`config.mk`:
```
export PLATFORM = sky130hd
export DESIGN_NAME = fighter_action_arbiter
export DESIGN_NICKNAME = d
export VERILOG_FILES = /design/src/rtl/fighter_pkg.sv /design/src/rtl/fighter_action_arbiter_player.sv /design/src/rtl/fighter_action_arbiter.sv
export SDC_FILE = /design/constraint.sdc
export NUM_CORES = 1
export LEC_CHECK = 0
export ABC_CLOCK_PERIOD_IN_PS = 2300
export CAP_MARGIN = 0
export CORE_MARGIN = 2
export CORE_UTILIZATION = 54
export DETAILED_ROUTE_END_ITERATION = 7
export GPL_TIMING_DRIVEN = 0
export PLACE_DENSITY = 0.77
export SLEW_MARGIN = 25
export SYNTH_ARGS = -nofsm -noshare
export SYNTH_HDL_FRONTEND = slang
export SYNTH_HIERARCHICAL = 1
export SYNTH_SLANG_ARGS = --single-unit
```
`constraint.sdc`:
```
create_clock -name clk -period 2.3 [get_ports clk]
set_clock_uncertainty 0.2 [all_clocks]
set_input_delay 0.345 -clock clk [delete_from_list [all_inputs] [get_ports clk]]
set_output_delay 0.345 -clock clk [all_outputs]
set_load 0.02 [all_outputs]
```
`src/rtl/fighter_pkg.sv`:
```
// Shared definitions for the fighter action arbiter: command codes,
// controller state-vector bit positions and the per-player FSM states.
package fighter_pkg;

   // Command codes presented to the game engine (0 is never issued)
   localparam logic [2:0] CMD_LEFT   = 3'd1;
   localparam logic [2:0] CMD_RIGHT  = 3'd2;
   localparam logic [2:0] CMD_UP     = 3'd3;
   localparam logic [2:0] CMD_DOWN   = 3'd4;
   localparam logic [2:0] CMD_ATTACK = 3'd5;
   localparam logic [2:0] CMD_PARRY  = 3'd6;

   // Bit positions inside a 7-bit controller state vector (bit 0 unused)
   localparam int BIT_LEFT   = 1;
   localparam int BIT_RIGHT  = 2;
   localparam int BIT_UP     = 3;
   localparam int BIT_DOWN   = 4;
   localparam int BIT_ATTACK = 5;
   localparam int BIT_PARRY  = 6;

   typedef enum logic [1:0] {
      ST_IDLE     = 2'd0,
      ST_ACTIVE   = 2'd1,
      ST_COOLDOWN = 2'd2
   } pstate_e;

   // Attack and parry start an active window; movement does not
   function automatic logic is_action(input logic [2:0] code);
      return (code == CMD_ATTACK) || (code == CMD_PARRY);
   endfunction

endpackage

```
`src/rtl/fighter_action_arbiter_player.sv`:
```
// Per-player action sequencer: edge detect on attack/parry, one-deep
// action latch, one-deep pending slot and the IDLE/ACTIVE/COOLDOWN FSM.
module player_action_fsm
   import fighter_pkg::*;
#(
   parameter int ATK_FRAMES   = 30,
   parameter int PARRY_FRAMES = 20,
   parameter int COOL_FRAMES  = 15
) (
   input  logic       clk,
   input  logic       reset_l,
   input  logic [6:0] state_i,
   input  logic       tick_i,
   input  logic       grant_i,
   output logic       slot_valid_o,
   output logic [2:0] slot_code_o,
   output logic       busy_o
);

   localparam logic [15:0] ATK_CNT   = 16'(ATK_FRAMES);
   localparam logic [15:0] PARRY_CNT = 16'(PARRY_FRAMES);
   localparam logic [15:0] COOL_CNT  = 16'(COOL_FRAMES);

   pstate_e     fsm_q;
   logic [15:0] cnt_q;
   logic        busy_q;

   logic [1:0]  state_q, state_d;       // registered copy of parry/attack bits
   logic        latch_vld_q, latch_vld_d;
   logic [2:0]  latch_code_q, latch_code_d;
   logic        slot_vld_q, slot_vld_d;
   logic [2:0]  slot_code_q, slot_code_d;

   logic [1:0]  edge_w;                 // [1] parry rose, [0] attack rose
   logic        act_grant_w;
   logic        stay_idle_w;
   logic        dir_vld_w;
   logic [2:0]  dir_code_w;
   logic        unused_bit0;

   assign unused_bit0 = state_i[0];
   assign edge_w      = state_i[BIT_PARRY:BIT_ATTACK] & ~state_q;
   assign act_grant_w = grant_i && is_action(slot_code_q);
   // IDLE and not leaving it on this edge: the only window where new work is taken
   assign stay_idle_w = (fsm_q == ST_IDLE) && !act_grant_w;

   // Held direction with fixed precedence LEFT > RIGHT > UP > DOWN
   always_comb begin
      dir_vld_w  = 1'b1;
      dir_code_w = CMD_LEFT;
      if (state_i[BIT_LEFT])       dir_code_w = CMD_LEFT;
      else if (state_i[BIT_RIGHT]) dir_code_w = CMD_RIGHT;
      else if (state_i[BIT_UP])    dir_code_w = CMD_UP;
      else if (state_i[BIT_DOWN])  dir_code_w = CMD_DOWN;
      else                         dir_vld_w  = 1'b0;
   end

   // Next state of edge history, action latch and pending slot
   always_comb begin
      state_d      = state_i[BIT_PARRY:BIT_ATTACK];
      latch_vld_d  = latch_vld_q;
      latch_code_d = latch_code_q;
      slot_vld_d   = slot_vld_q;
      slot_code_d  = slot_code_q;
      if (grant_i) slot_vld_d = 1'b0;
      if (stay_idle_w && !slot_vld_q) begin
         if (latch_vld_q) begin
            slot_vld_d  = 1'b1;
            slot_code_d = latch_code_q;
            latch_vld_d = 1'b0;
         end else if (tick_i && dir_vld_w) begin
            slot_vld_d  = 1'b1;
            slot_code_d = dir_code_w;
         end
      end
      // A fresh edge overwrites whatever the latch holds; parry wins a tie
      if (stay_idle_w && (edge_w != 2'b00)) begin
         latch_vld_d  = 1'b1;
         latch_code_d = edge_w[1] ? CMD_PARRY : CMD_ATTACK;
      end
   end

   // Register edge history, latch and slot
   always_ff @(posedge clk or negedge reset_l) begin
      if (!reset_l) begin
         state_q      <= '0;
         latch_vld_q  <= 1'b0;
         latch_code_q <= '0;
         slot_vld_q   <= 1'b0;
         slot_code_q  <= '0;
      end else begin
         state_q      <= state_d;
         latch_vld_q  <= latch_vld_d;
         latch_code_q <= latch_code_d;
         slot_vld_q   <= slot_vld_d;
         slot_code_q  <= slot_code_d;
      end
   end

   // Player FSM with frame counter; busy registered alongside the state
   always_ff @(posedge clk or negedge reset_l) begin
      if (!reset_l) begin
         fsm_q  <= ST_IDLE;
         cnt_q  <= '0;
         busy_q <= 1'b0;
      end else begin
         case (fsm_q)
            ST_IDLE: begin
               if (act_grant_w) begin
                  fsm_q  <= ST_ACTIVE;
                  busy_q <= 1'b1;
                  cnt_q  <= (slot_code_q == CMD_PARRY) ? PARRY_CNT : ATK_CNT;
               end
            end
            ST_ACTIVE: begin
               if (cnt_q == 16'd1) begin
                  fsm_q <= ST_COOLDOWN;
                  cnt_q <= COOL_CNT;
               end else begin
                  cnt_q <= cnt_q - 16'd1;
               end
            end
            ST_COOLDOWN: begin
               if (cnt_q == 16'd1) begin
                  fsm_q  <= ST_IDLE;
                  busy_q <= 1'b0;
                  cnt_q  <= '0;
               end else begin
                  cnt_q <= cnt_q - 16'd1;
               end
            end
            default: begin
               fsm_q  <= ST_IDLE;
               busy_q <= 1'b0;
               cnt_q  <= '0;
            end
         endcase
      end
   end

   assign slot_valid_o = slot_vld_q;
   assign slot_code_o  = slot_code_q;
   assign busy_o       = busy_q;

endmodule

```
`src/rtl/fighter_action_arbiter.sv`:
```
// Two-player controller to game-engine command arbiter. Holds the movement
// tick divider, the shared-port arbiter and the output register.
// Build option: ARB_ROUND_ROBIN_EN selects round-robin tie breaking;
// without it player 1 always wins a tie.
module fighter_action_arbiter
   import fighter_pkg::*;
#(
   parameter int MOVE_DIV     = 1666667,
   parameter int ATK_FRAMES   = 30,
   parameter int PARRY_FRAMES = 20,
   parameter int COOL_FRAMES  = 15
) (
   input  logic       clk,
   input  logic       reset_l,
   input  logic [6:0] p1_state,
   input  logic [6:0] p2_state,
   input  logic       cmd_ready,
   output logic       cmd_valid,
   output logic       cmd_player,
   output logic [2:0] cmd_code,
   output logic       p1_busy,
   output logic       p2_busy
);

   localparam logic [23:0] TICK_LAST = 24'(MOVE_DIV - 1);

   logic [23:0] tick_cnt_q, tick_cnt_d;
   logic        tick_w;

   logic        s1_vld, s2_vld;
   logic [2:0]  s1_code, s2_code;
   logic        load_w, pick2_w, grant1_w, grant2_w;

   logic        cmd_valid_q;
   logic        cmd_player_q;
   logic [2:0]  cmd_code_q;

   assign tick_w     = (tick_cnt_q == TICK_LAST);
   assign tick_cnt_d = tick_w ? '0 : tick_cnt_q + 24'd1;

   // Free-running movement sample divider
   always_ff @(posedge clk or negedge reset_l) begin
      if (!reset_l) tick_cnt_q <= '0;
      else          tick_cnt_q <= tick_cnt_d;
   end

   player_action_fsm #(
      .ATK_FRAMES  (ATK_FRAMES),
      .PARRY_FRAMES(PARRY_FRAMES),
      .COOL_FRAMES (COOL_FRAMES)
   ) u_p1 (
      .clk         (clk),
      .reset_l     (reset_l),
      .state_i     (p1_state),
      .tick_i      (tick_w),
      .grant_i     (grant1_w),
      .slot_valid_o(s1_vld),
      .slot_code_o (s1_code),
      .busy_o      (p1_busy)
   );

   player_action_fsm #(
      .ATK_FRAMES  (ATK_FRAMES),
      .PARRY_FRAMES(PARRY_FRAMES),
      .COOL_FRAMES (COOL_FRAMES)
   ) u_p2 (
      .clk         (clk),
      .reset_l     (reset_l),
      .state_i     (p2_state),
      .tick_i      (tick_w),
      .grant_i     (grant2_w),
      .slot_valid_o(s2_vld),
      .slot_code_o (s2_code),
      .busy_o      (p2_busy)
   );

   // Output register may take a new command when empty or being consumed
   assign load_w = !cmd_valid_q || cmd_ready;

`ifdef ARB_ROUND_ROBIN_EN
   logic rr_q;       // player favoured on the next tie (0 = player 1)

   assign pick2_w = s2_vld && (!s1_vld || rr_q);

   // Pointer only moves when both players actually contend
   always_ff @(posedge clk or negedge reset_l) begin
      if (!reset_l)                        rr_q <= 1'b0;
      else if (load_w && s1_vld && s2_vld) rr_q <= !pick2_w;
   end
`else
   assign pick2_w = s2_vld && !s1_vld;
`endif

   assign grant1_w = load_w && s1_vld && !pick2_w;
   assign grant2_w = load_w && pick2_w;

   // Command output register; payload holds while the engine stalls
   always_ff @(posedge clk or negedge reset_l) begin
      if (!reset_l) begin
         cmd_valid_q  <= 1'b0;
         cmd_player_q <= 1'b0;
         cmd_code_q   <= '0;
      end else if (load_w) begin
         cmd_valid_q <= s1_vld || s2_vld;
         if (s1_vld || s2_vld) begin
            cmd_player_q <= pick2_w;
            cmd_code_q   <= pick2_w ? s2_code : s1_code;
         end
      end
   end

   assign cmd_valid  = cmd_valid_q;
   assign cmd_player = cmd_player_q;
   assign cmd_code   = cmd_code_q;

endmodule

```
==> flow_summary_export.csv, run 1 <==
group,metric,value,unit
final_layout,ff_latch_area,2180,sq um
die,die_width,97.30,um
logic_synthesis,ys_warn_count,6,
logic_synthesis,synth_area,4701,sq um
route,drc,0,
clocking,clockBufferDepth,2,
clocking,cts_max_level,3,
global_route,overflow,0,
run_status,status,"finished, violations left",
final_layout,final_design_area_no_fill,5605,sq um
power,cellLeakagePower,2.228,nW
logic_synthesis,synth-seq-cells,87,
logic_synthesis,synthCells,483,
setup_path,crit_family,"simple AND/OR/NAND/NOR gates",
setup_path,worstPathCellList,"inv_1 -> ha_2 -> nor4b_4 -> nand4_1 -> nor4_4 -> buf_6 -> a21oi_2 -> or3_4 -> mux2_4",
final_layout,mostFrequentLayoutCells,"dfrtp_1, nor2_1, nand2_1",
final_layout,syn_to_final_growth,19.24,%
logic_synthesis,yosysUniqueCellTypes,49,
clocking,clk_pin_slew_worst_paths,0.08,ns
global_route,antenna_found_initial,0,
global_route,grt_usage,22.91,%
placement,io_buffer_count,21,
clocking,clk_latency,0.35,ns
route,drt-total-wl,10590,um
logic_synthesis,synth-main-ff-cell,"dfrtp_1",
final_layout,antenna_cells,0,
placement,routabilityCongestion,0.8349,
sta,rsz0062_at_grt,"true",
sta,slew_headroom,63.24,%
sta,hold_viol,0,
logic_synthesis,syn_avg_cell_area,9.732,sq um
setup_path,cpMaxStageDelayCell,"dfrtp_1",
route,ant_nets,0,
route,via_per_inst,6.156,
sta,min_period,2.368,ns
setup_path,startpoint_type,"flip-flop",
logic_synthesis,synth_edf_count,0,
final_layout,mostFrequentLayoutCell,"dfrtp_1",
job,drv_cap,0,
die,start_util,54.70,%
setup_path,crit_fanout,4,
die,row_count,34,
clocking,root_buffer,"clkbuf_8",
die,fp.dieH,97.30,um
setup_path,crit_path_end_kind,"flip-flop",
power,irDropWorstVdd,690.7,uV
logic_synthesis,yosysTopAreaCell,"dfrtp_1",
sta,maxSlewViolCount,0,
clocking,numCtsBuffers,9,
sta,fin_ws,-0.06779,ns
die,io-pin-count,24,
sta,fin_crit_sh,102.9,%
setup_path,required,2.34,ns
final_layout,final_core_util,65.23,%
run_status,failed_checks,"setup timing",
sta,fmax,422.3,MHz
clocking,cts_tree,"yes",
setup_path,critPathKind,"reg2reg",
placement,place_ws,-0.5940,ns
die,dieArea,9467,sq um
clocking,clock_sinks,87,
global_route,grt_pass1_vias,3765,
global_route,grt_pass1_wl,17970,um
final_layout,layout-drive-gt1-share,19.33,%
placement,placed_cell_area,5099,sq um
placement,dp_hpwl,7096,um
final_layout,nets,556,
sta,worstMarginPinSlew,0.5472,ns
logic_synthesis,synthArstFlopShare,100.0,%
logic_synthesis,synthesis.nets,506,
sta,finalSetupViolCount,6,
final_layout,multi_input_area,2534,sq um
final_layout,n_fill_cell,667,
route,wl_per_cell,16.40,um
setup_path,cp_num_buf_inv,2,
route,drt_iter0_drc,214,
setup_path,slowest_delay,0.39,ns
route,vias,3977,
power,power_density,1022,nW/um^2
setup_path,cp.arrival,2.41,ns
logic_synthesis,synth.area.top_cells,"dfrtp_1, o31ai_1, xnor2_1",
route,first_pass_iters,4,
global_route,grt_max_degree,46,
logic_synthesis,synth_seq_area_share,46.31,%
die,coreArea,8593,sq um
min_path,worstHoldPathType,"in2reg",
logic_synthesis,yosys.area.top_type_share,46.31,%
[flip-flops by register name, summed over array words and instances, names as in the netlist, 2 cells and up]
register	cells
u_p2/cnt_q	16
u_p1/state_q	2
u_p1/slot_code_o	3
u_p2/fsm_q	2
u_p2/latch_code_q	3
u_p2/slot_code_o	3
cmd_code	3
u_p1/latch_code_q	3
u_p2/state_q	2
u_p1/fsm_q	2
u_p1/cnt_q	16
tick_cnt_q	24
[worst reg2reg max path, delay by kind of cell (launching register included)]
family	cells	cell delay, ns
AOI/OAI and AO/OA	1	0.05
adders and majority gates	1	0.19
buffers and inverters	2	0.23
DFF	1	0.39
muxes	1	0.31
and+or+nand+nor	4	0.90
[per-stage QoR]
step / setup TNS, ns / power [mW] / hold WS, ns / instances
global route: -0.9371 / 6.102 / 0.2379 / 646
floorplan: -0.2498 / 3.752 / -0.1506 / 483
global placement: -226.85 / 4.253 / 0.2522 / 612
detailed placement: -15.32 / 4.359 / 0.09140 / 613
CTS: -0.7990 / 5.540 / 0.2361 / 637
finish: -0.3086 / 5.726 / 0.2595 / 646
[layout make-up]
class                      count  share of cell area (%)
timing repair buffer          39                   6.629
buffer                        18                   2.009
sequential                    87                   38.88
multi-input combinational    361                   45.20
clock inverter                 4                  0.9598
clock buffer                  12                   2.768
tap                          108                   2.411
inverter                      17                   1.138
[cells in the mapped netlist, types with 6 or more instances]
cell,count
nand3_1,20
dfrtp_1,87
o21ai_0,25
nor3_1,9
nand4_1,15
clkbuf_1,8
o31ai_1,24
xor2_1,6
a21oi_1,32
or4_1,20
nand2_1,35
nor2_1,40
or3_1,6
nand2b_1,11
mux2_2,6
nor4_1,10
xnor2_1,20
buf_2,7
ha_1,6
inv_1,17
[power breakdown]
part	leakage (nW)	internal, mW	total, mW	switching (mW)
Sequential	1.08	1.89	2.41	0.515
Combinational	1.05	0.975	2.22	1.24
Clock	0.0988	0.564	1.10	0.538
Total	2.23	3.43	5.73	2.30
[final timing paths]
check,endpoint,cells after the start,slack [ns],from
setup / recovery,u_p1/slot_code_o[2]$_DFFE_PN0P_,9,-0.07,tick_cnt_q[0]$_DFF_PN0_
hold / removal,u_p2/state_q[1]$_DFF_PN0_,1,0.26,p2_state[6]
setup reg to reg,u_p1/slot_code_o[2]$_DFFE_PN0P_,9,-0.07,tick_cnt_q[0]$_DFF_PN0_
hold reg to reg,u_p1/latch_code_q[2]$_DFFE_PN0P_,1,0.27,u_p1/latch_code_q[2]$_DFFE_PN0P_
max in group asynchronous,tick_cnt_q[12]$_DFF_PN0_,3,1.08,reset_l
min in group asynchronous,u_p2/cnt_q[7]$_DFFE_PN0P_,2,0.28,reset_l
[logic make-up (layout without fill, tap and decap cells)]
logic type               Yosys count  in the layout  share of synthesized area [%]
AO/OA/AOI/OAI                    126            126                          17.43
AND/OR/NAND/NOR                  197            197                          24.91
multiplexers                       6              6                          1.437
adder cells (fa/ha/maj)            6              6                          1.597
buffers and inverters             35             90                          3.460
flip-flops                        87             87                          46.31
XOR/XNOR                          26             26                          4.844
[what timing repair did]
item	4_1_cts	5_1_grt
pin swaps	4	8
endpoints found under the hold margin	42	0
resized for setup	13	28
setup buffers	7	9
hold buffers	1	0
setup endpoints to repair	27	30
[metal layers]
layer  vias to the layer above  GRT usage (%)  routed length [um]  share of wire, %
met1                      1949          32.04                4965                47
met2                       100          36.38                5104                48
met4                         0          8.013                 155               1.5
met5                         -              0                   0                 0
met3                        15          3.957                 369               3.5
li1                       1913              -                   -                 -
No activity file was read; power rests on OpenSTA's default activity.
==> inputs of run 2 (changes only) <==
--- a/config.mk
+++ b/config.mk
@@ -7,8 +7,10 @@
 export LEC_CHECK = 0
 export ABC_CLOCK_PERIOD_IN_PS = 2300
 export CAP_MARGIN = 0
+export CELL_PAD_IN_SITES_DETAIL_PLACEMENT = 0
+export CELL_PAD_IN_SITES_GLOBAL_PLACEMENT = 1
 export CORE_MARGIN = 2
-export CORE_UTILIZATION = 54
+export CORE_UTILIZATION = 43
 export DETAILED_ROUTE_END_ITERATION = 7
 export GPL_TIMING_DRIVEN = 0
 export PLACE_DENSITY = 0.77
==> run 2 against run 1 <==
The run still ends with setup timing left. Power barely moved. Sequential power barely moved. Die area rose by 24%. Via count fell by 2.7%. First-iteration DRC count rose by 26%. Core utilization fell by 13 points. Wire length fell by 0.28%. Setup slack improved by 0.026 ns. Count of clock-buffer cells in the layout fell by 1. Register-to-register slack improved by 0.03 ns. Largest power group unchanged. Highest routed layer unchanged.
==> flow_summary_export.csv, run 2 (synthesized netlist as in run 1, its figures left out) <==
group,metric,value,unit
run_status,status,"finished, violations left",
run_status,failed_checks,"setup timing",
sta,fin_crit_sh,101.8,%
setup_path,crit_fanout,4,
final_layout,largest_reg_flops,24,
setup_path,r2r-start,"tick_cnt_q[0]$_DFF_PN0_",
final_layout,layout-drive-gt1-share,18.62,%
route,drt_iter0_drc,269,
route,ant_nets,0,
sta,rsz0062_at_grt,"true",
min_path,worstHoldPathType,"in2async",
die,dieArea,11780,sq um
final_layout,mostFrequentLayoutCell,"dfrtp_1",
clocking,numCtsBuffers,9,
global_route,grt_pass1_wl,18240,um
die,fp.dieH,108.6,um
clocking,clock_sinks,87,
global_route,grt_usage,19.54,%
setup_path,crit_path_end_kind,"flip-flop",
global_route,overflow,0,
setup_path,cpMaxStageDelayCell,"dfrtp_1",
setup_path,startpoint,"tick_cnt_q[0]$_DFF_PN0_",
setup_path,required,2.34,ns
placement,routabilityCongestion,0.8124,
die,die_width,108.6,um
sta,hold_viol,0,
clocking,clk_latency,0.36,ns
route,via_per_inst,5.718,
die,io-pin-count,24,
final_layout,n_fill_cell,1007,
final_layout,mostFrequentLayoutCells,"dfrtp_1, nor2_1, nand2_1",
final_layout,regMostFlops,"tick_cnt_q",
placement,dp_hpwl,7326,um
final_layout,nets,556,
clocking,root_buffer,"clkbuf_8",
sta,worstMarginPinSlew,0.5971,ns
setup_path,worstPathCellList,"inv_1 -> ha_2 -> nor4b_4 -> nand4_1 -> nor4_4 -> buf_6 -> a21oi_1 -> or3_4 -> mux2_2",
setup_path,reg2reg_setup_slack,-0.04,ns
power,cellLeakagePower,2.226,nW
global_route,grt_max_degree,58,
sta,fmax,427.1,MHz
setup_path,reg2reg_to,"u_p2/slot_code_o[1]$_DFFE_PN0P_",
job,drv_cap,0,
route,wl_per_cell,15.60,um
sta,slew_headroom,59.89,%
clocking,clockBufferDepth,2,
die,start_util,43.75,%
power,power_density,1019,nW/um^2
setup_path,cp_num_buf_inv,2,
route,drc,0,
setup_path,reg2reg_depth,9,
setup_path,critPathKind,"reg2reg",
route,first_pass_iters,4,
placement,dp_cells,645,
global_route,grt_pass1_vias,3847,
setup_path,cp.arrival,2.38,ns
sta,finalSetupViolCount,6,
clocking,cts_tree,"yes",
final_layout,reg_top3,"tick_cnt_q (24), u_p1/cnt_q (16), u_p2/cnt_q (16)",
power,irDropWorstVdd,538.1,uV
sta,finalSetupTns,-0.1932,ns
sta,fin_ws,-0.04155,ns
clocking,clk_pin_slew_worst_paths,0.08,ns
setup_path,startpoint_type,"flip-flop",
route,drt-total-wl,10560,um
route,vias,3871,
sta,maxSlewViolCount,0,
final_layout,fin_cells,677,
sta,min_period,2.342,ns
die,coreArea,10750,sq um
final_layout,antenna_cells,0,
setup_path,slowest_delay,0.39,ns
final_layout,syn_to_final_growth,19.51,%
clocking,cts_max_level,3,
global_route,antenna_found_initial,0,
placement,io_buffer_count,21,
die,row_count,38,
setup_path,crit_family,"simple AND/OR/NAND/NOR gates",
## run 2: cell types whose count changed in the layout (fill, tap and decap cells not counted), sizes merged
cell / before / now
bufinv: 1 / 2
clkbuf: 22 / 21
clkinv: 1 / 2
clkinvlp: 2 / 0
## run 2: metrics by stage
step	utilization (%)	worst slack, ns	area, sq um	hold WS, ns	total power [mW]
CTS	50.83	-0.1067	5461	0.2378	5.644
finish	52.28	-0.04155	5618	0.2338	5.726
global placement	47.55	-2.648	5110	0.2506	4.320
detailed placement	47.82	-0.6685	5139	0.05129	4.390
floorplan	-	-0.04164	4725	-0.1506	3.752
global route	52.28	-0.1845	5618	0.2508	6.182
## run 2: how the worst max path moves through the flow
stage / end / slack [ns] / cells after the start
CTS: u_p2/slot_code_o[1]$_DFFE_PN0P_ / -0.11 / 9
global placement: u_p1/state_q[1]$_DFF_PN0_ / -2.65 / 1
detailed placement: u_p2/slot_code_o[1]$_DFFE_PN0P_ / -0.67 / 7
global route: u_p1/slot_code_o[0]$_DFFE_PN0P_ / -0.18 / 9
finish: u_p2/slot_code_o[1]$_DFFE_PN0P_ / -0.04 / 9
floorplan: u_p1/slot_code_o[0]$_DFFE_PN0P_ / -0.04 / 9
## run 2: final cells by class
type / instances / area [sq um] / area share (%)
Multi-Input combinational cell: 361 / 2500 / 44.50
Sequential cell: 87 / 2178 / 38.78
Timing Repair Buffer: 39 / 379.1 / 6.748
Tap cell: 140 / 175.2 / 3.118
Buffer: 18 / 110.1 / 1.960
Clock buffer: 11 / 141.4 / 2.517
Clock inverter: 4 / 70.07 / 1.247
Inverter: 17 / 63.81 / 1.136
## run 2: what timing repair did
action	4_1_cts	5_1_grt
hold buffers	1	0
buffers inserted	8	8
gates cloned	0	0
pin swaps	4	7
setup endpoints to repair	32	29
hold endpoints to repair	30	0
gates resized for setup	12	23
## run 2: power by group
part	internal, mW	total [mW]	switching, mW
Sequential	1.89	2.41	0.514
Combinational	0.959	2.15	1.20
Clock	0.633	1.17	0.534
## run 2: routing by layer
layer	part of all wire (%)	up-vias	global-route usage, %
met5	0	-	0
met4	1.3	0	6.227
met3	2.9	9	4.219
met2	49	56	31.87
met1	47	1896	25.95
li1	-	1910	-
==> inputs of run 3 (changes only) <==
--- a/config.mk
+++ b/config.mk
@@ -5,15 +5,15 @@
 export SDC_FILE = /design/constraint.sdc
 export NUM_CORES = 1
 export LEC_CHECK = 0
-export ABC_CLOCK_PERIOD_IN_PS = 2300
+export ABC_CLOCK_PERIOD_IN_PS = 2500
 export CAP_MARGIN = 0
 export CELL_PAD_IN_SITES_DETAIL_PLACEMENT = 0
 export CELL_PAD_IN_SITES_GLOBAL_PLACEMENT = 1
 export CORE_MARGIN = 2
-export CORE_UTILIZATION = 43
+export CORE_UTILIZATION = 47
 export DETAILED_ROUTE_END_ITERATION = 7
 export GPL_TIMING_DRIVEN = 0
-export PLACE_DENSITY = 0.77
+export PLACE_DENSITY = 0.8
 export SLEW_MARGIN = 25
 export SYNTH_ARGS = -nofsm -noshare
 export SYNTH_HDL_FRONTEND = slang
==> constraint.sdc (replaced) <==
create_clock -name clk -period 2.5 [get_ports clk]
set_clock_uncertainty 0.2 [all_clocks]
set_input_delay 0.375 -clock clk [delete_from_list [all_inputs] [get_ports clk]]
set_output_delay 0.375 -clock clk [all_outputs]
set_load 0.02 [all_outputs]
==> run 3 against run 2 <==
The flow now finishes without violations. Count of clock-buffer cells in the layout fell by 1. Critical path depth did not move. Global-route usage rose by 0.40 points. Die area fell by 8.2%. Highest routed layer unchanged. Cell count fell by 2.8%. Non-clock buffer count fell by 13. Register-to-register slack improved by 0.13 ns.
==> flow_summary_export.csv, run 3 (synthesized netlist as in run 1, its figures left out) <==
group,metric,value,unit
clocking,cts_max_level,3,
power,power_density,917.1,nW/um^2
placement,io_buffer_count,21,
setup_path,cp.arrival,2.46,ns
global_route,overflow,0,
clocking,clk_pin_slew_worst_paths,0.09,ns
setup_path,slowest_delay,0.40,ns
power,p_sw_share,41.21,%
final_layout,largest_reg_flops,24,
final_layout,reg_top3,"tick_cnt_q (24), u_p1/cnt_q (16), u_p2/cnt_q (16)",
final_layout,ff_latch_area,2178,sq um
setup_path,crit_family,"simple AND/OR/NAND/NOR gates",
sta,hold_viol,0,
placement,dp_cells,638,
global_route,grt_max_degree,46,
route,first_pass_iters,4,
die,die_width,104.0,um
final_layout,antenna_cells,0,
sta,finalSetupViolCount,0,
setup_path,startpoint_type,"flip-flop",
power,clkPwrFrac,18.2,%
die,dieArea,10820,sq um
setup_path,required,2.55,ns
setup_path,worstPathCellList,"inv_1 -> ha_2 -> nor4b_4 -> nand4_1 -> nor4_4 -> buf_6 -> a21oi_1 -> or3_4 -> mux2_2",
clocking,clk_latency,0.36,ns
clocking,root_buffer,"clkbuf_8",
route,via_per_inst,5.790,
sta,fmax,415.1,MHz
sta,maxSlewViolCount,0,
final_layout,regMostFlops,"tick_cnt_q",
die,start_util,48.32,%
setup_path,cpMaxStageDelayCell,"dfrtp_1",
sta,finalSetupTns,0,ns
power,pwr-share-seq,44.2,%
final_layout,syn_to_final_growth,14.83,%
power,p_comb_share,37.6,%
final_layout,fin_cells,658,
setup_path,crit_path_end_kind,"flip-flop",
global_route,grt_pass1_wl,17790,um
setup_path,cp_num_buf_inv,2,
final_layout,mostFrequentLayoutCells,"dfrtp_1, nor2_1, nand2_1",
route,drt-total-wl,10370,um
min_path,worstHoldPathType,"in2reg",
die,fp.dieH,104.0,um
clocking,clockBufferDepth,2,
sta,fin_crit_sh,96.37,%
die,row_count,36,
final_layout,mostFrequentLayoutCell,"dfrtp_1",
placement,dp_hpwl,7170,um
sta,slew_headroom,63.35,%
global_route,grt_usage,19.94,%
clocking,numCtsBuffers,9,
final_layout,layout-drive-gt1-share,14.67,%
route,drt_iter0_drc,142,
global_route,antenna_found_initial,0,
global_route,grt_pass1_vias,3748,
die,coreArea,9729,sq um
placement,routabilityCongestion,0.7682,
final_layout,multi_input_area,2440,sq um
die,io-pin-count,24,
job,drv_cap,0,
sta,worstMarginPinSlew,0.5455,ns
route,wl_per_cell,15.76,um
run_status,status,"complete, no violations",
route,ant_nets,0,
sta,rsz0062_at_grt,"true",
setup_path,critPathKind,"reg2reg",
clocking,clock_sinks,87,
final_layout,nets,543,
clocking,cts_tree,"yes",
route,vias,3810,
power,irDropWorstVdd,563.6,uV
route,drc,0,
power,p_int,2.911,mW
final_layout,n_fill_cell,940,
setup_path,crit_fanout,4,
power,switchingPower,2.040,mW
power,cellLeakagePower,2.103,nW
sta,min_period,2.409,ns
run 3: cell count changes in the layout (fill, tap and decap cells not counted), moves of 3 or more:
cell | before | now
buf_4 | 14 | 3
o31ai_2 | 8 | 3
clkinvlp_4 | 0 | 3
o31ai_1 | 16 | 21
run 3: worst reg2reg max path: stages (launching register included):
cell and delay [ns]:
dfrtp_1 0.40, inv_1 0.06, ha_2 0.18, nor4b_4 0.18, nand4_1 0.17, nor4_4 0.23
buf_6 0.18, a21oi_1 0.07, or3_4 0.36, mux2_2 0.28
run 3: final timing paths:
| check | from | to | slack (ns) | cells past startpoint |
|---|---|---|---|---|
| setup / recovery | tick_cnt_q[0]$_DFF_PN0_ | u_p2/slot_code_o[1]$_DFFE_PN0P_ | 0.09 | 9 |
| hold / removal | p2_state[5] | u_p2/state_q[0]$_DFF_PN0_ | 0.28 | 1 |
| setup reg to reg | tick_cnt_q[0]$_DFF_PN0_ | u_p2/slot_code_o[1]$_DFFE_PN0P_ | 0.09 | 9 |
| hold reg to reg | u_p1/latch_code_q[2]$_DFFE_PN0P_ | u_p1/latch_code_q[2]$_DFFE_PN0P_ | 0.28 | 1 |
| max in group asynchronous | reset_l | tick_cnt_q[16]$_DFF_PN0_ | 1.22 | 3 |
| min in group asynchronous | reset_l | u_p2/state_q[1]$_DFF_PN0_ | 0.31 | 2 |
run 3: power groups by stage:
stage	combinational [mW]	sequential (mW)	clock, mW
after floorplan	1.29	2.14	0
after global placement	1.76	2.19	0
after detailed placement	1.81	2.20	0
after CTS	1.84	2.18	0.938
after global routing	2.10	2.25	0.991
final	1.86	2.19	0.900
run 3: routing by layer:
layer / routed length [um] / GRT usage (%) / vias to the layer above
met1: 4847 / 26.23 / 1853
met4: 148 / 6.853 / 0
li1: - / - / 1889
met3: 317 / 4.073 / 12
met2: 5057 / 32.85 / 56
met5: 0 / 0 / -
run 3: stage by stage:
stage / hold slack (ns) / power, mW / worst slack [ns] / utilization [%] / cell area (sq um)
2_1_floorplan: -0.1206 / 3.439 / 0.07451 / - / 4703
4_1_cts: 0.2597 / 4.953 / 0.007514 / 54.82 / 5334
3_5_place_dp: 0.1251 / 4.011 / -0.7033 / 52.51 / 5109
5_1_grt: 0.2629 / 5.335 / -0.03326 / 55.48 / 5398
3_3_place_gp: 0.2526 / 3.950 / -2.480 / 52.21 / 5080
6_report: 0.2758 / 4.950 / 0.09068 / 55.48 / 5398
run 3: final cells by class:
type	instances	area share, %
multi-input cells	361	45.20
flip-flops and latches	87	40.36
repair buffers	26	5.030
well taps	133	3.083
clock buffers	10	2.364
plain buffers	18	1.947
inverters	17	1.182
clock inverters	6	0.8345
run 3: what timing repair did:
item                                    4_1_cts  5_1_grt
setup buffers                                 2        1
gates resized for setup                       6       14
endpoints found under the setup margin       20       28
endpoints found under the hold margin        42        0
hold buffers                                  1        0
pin swaps                                     2        3
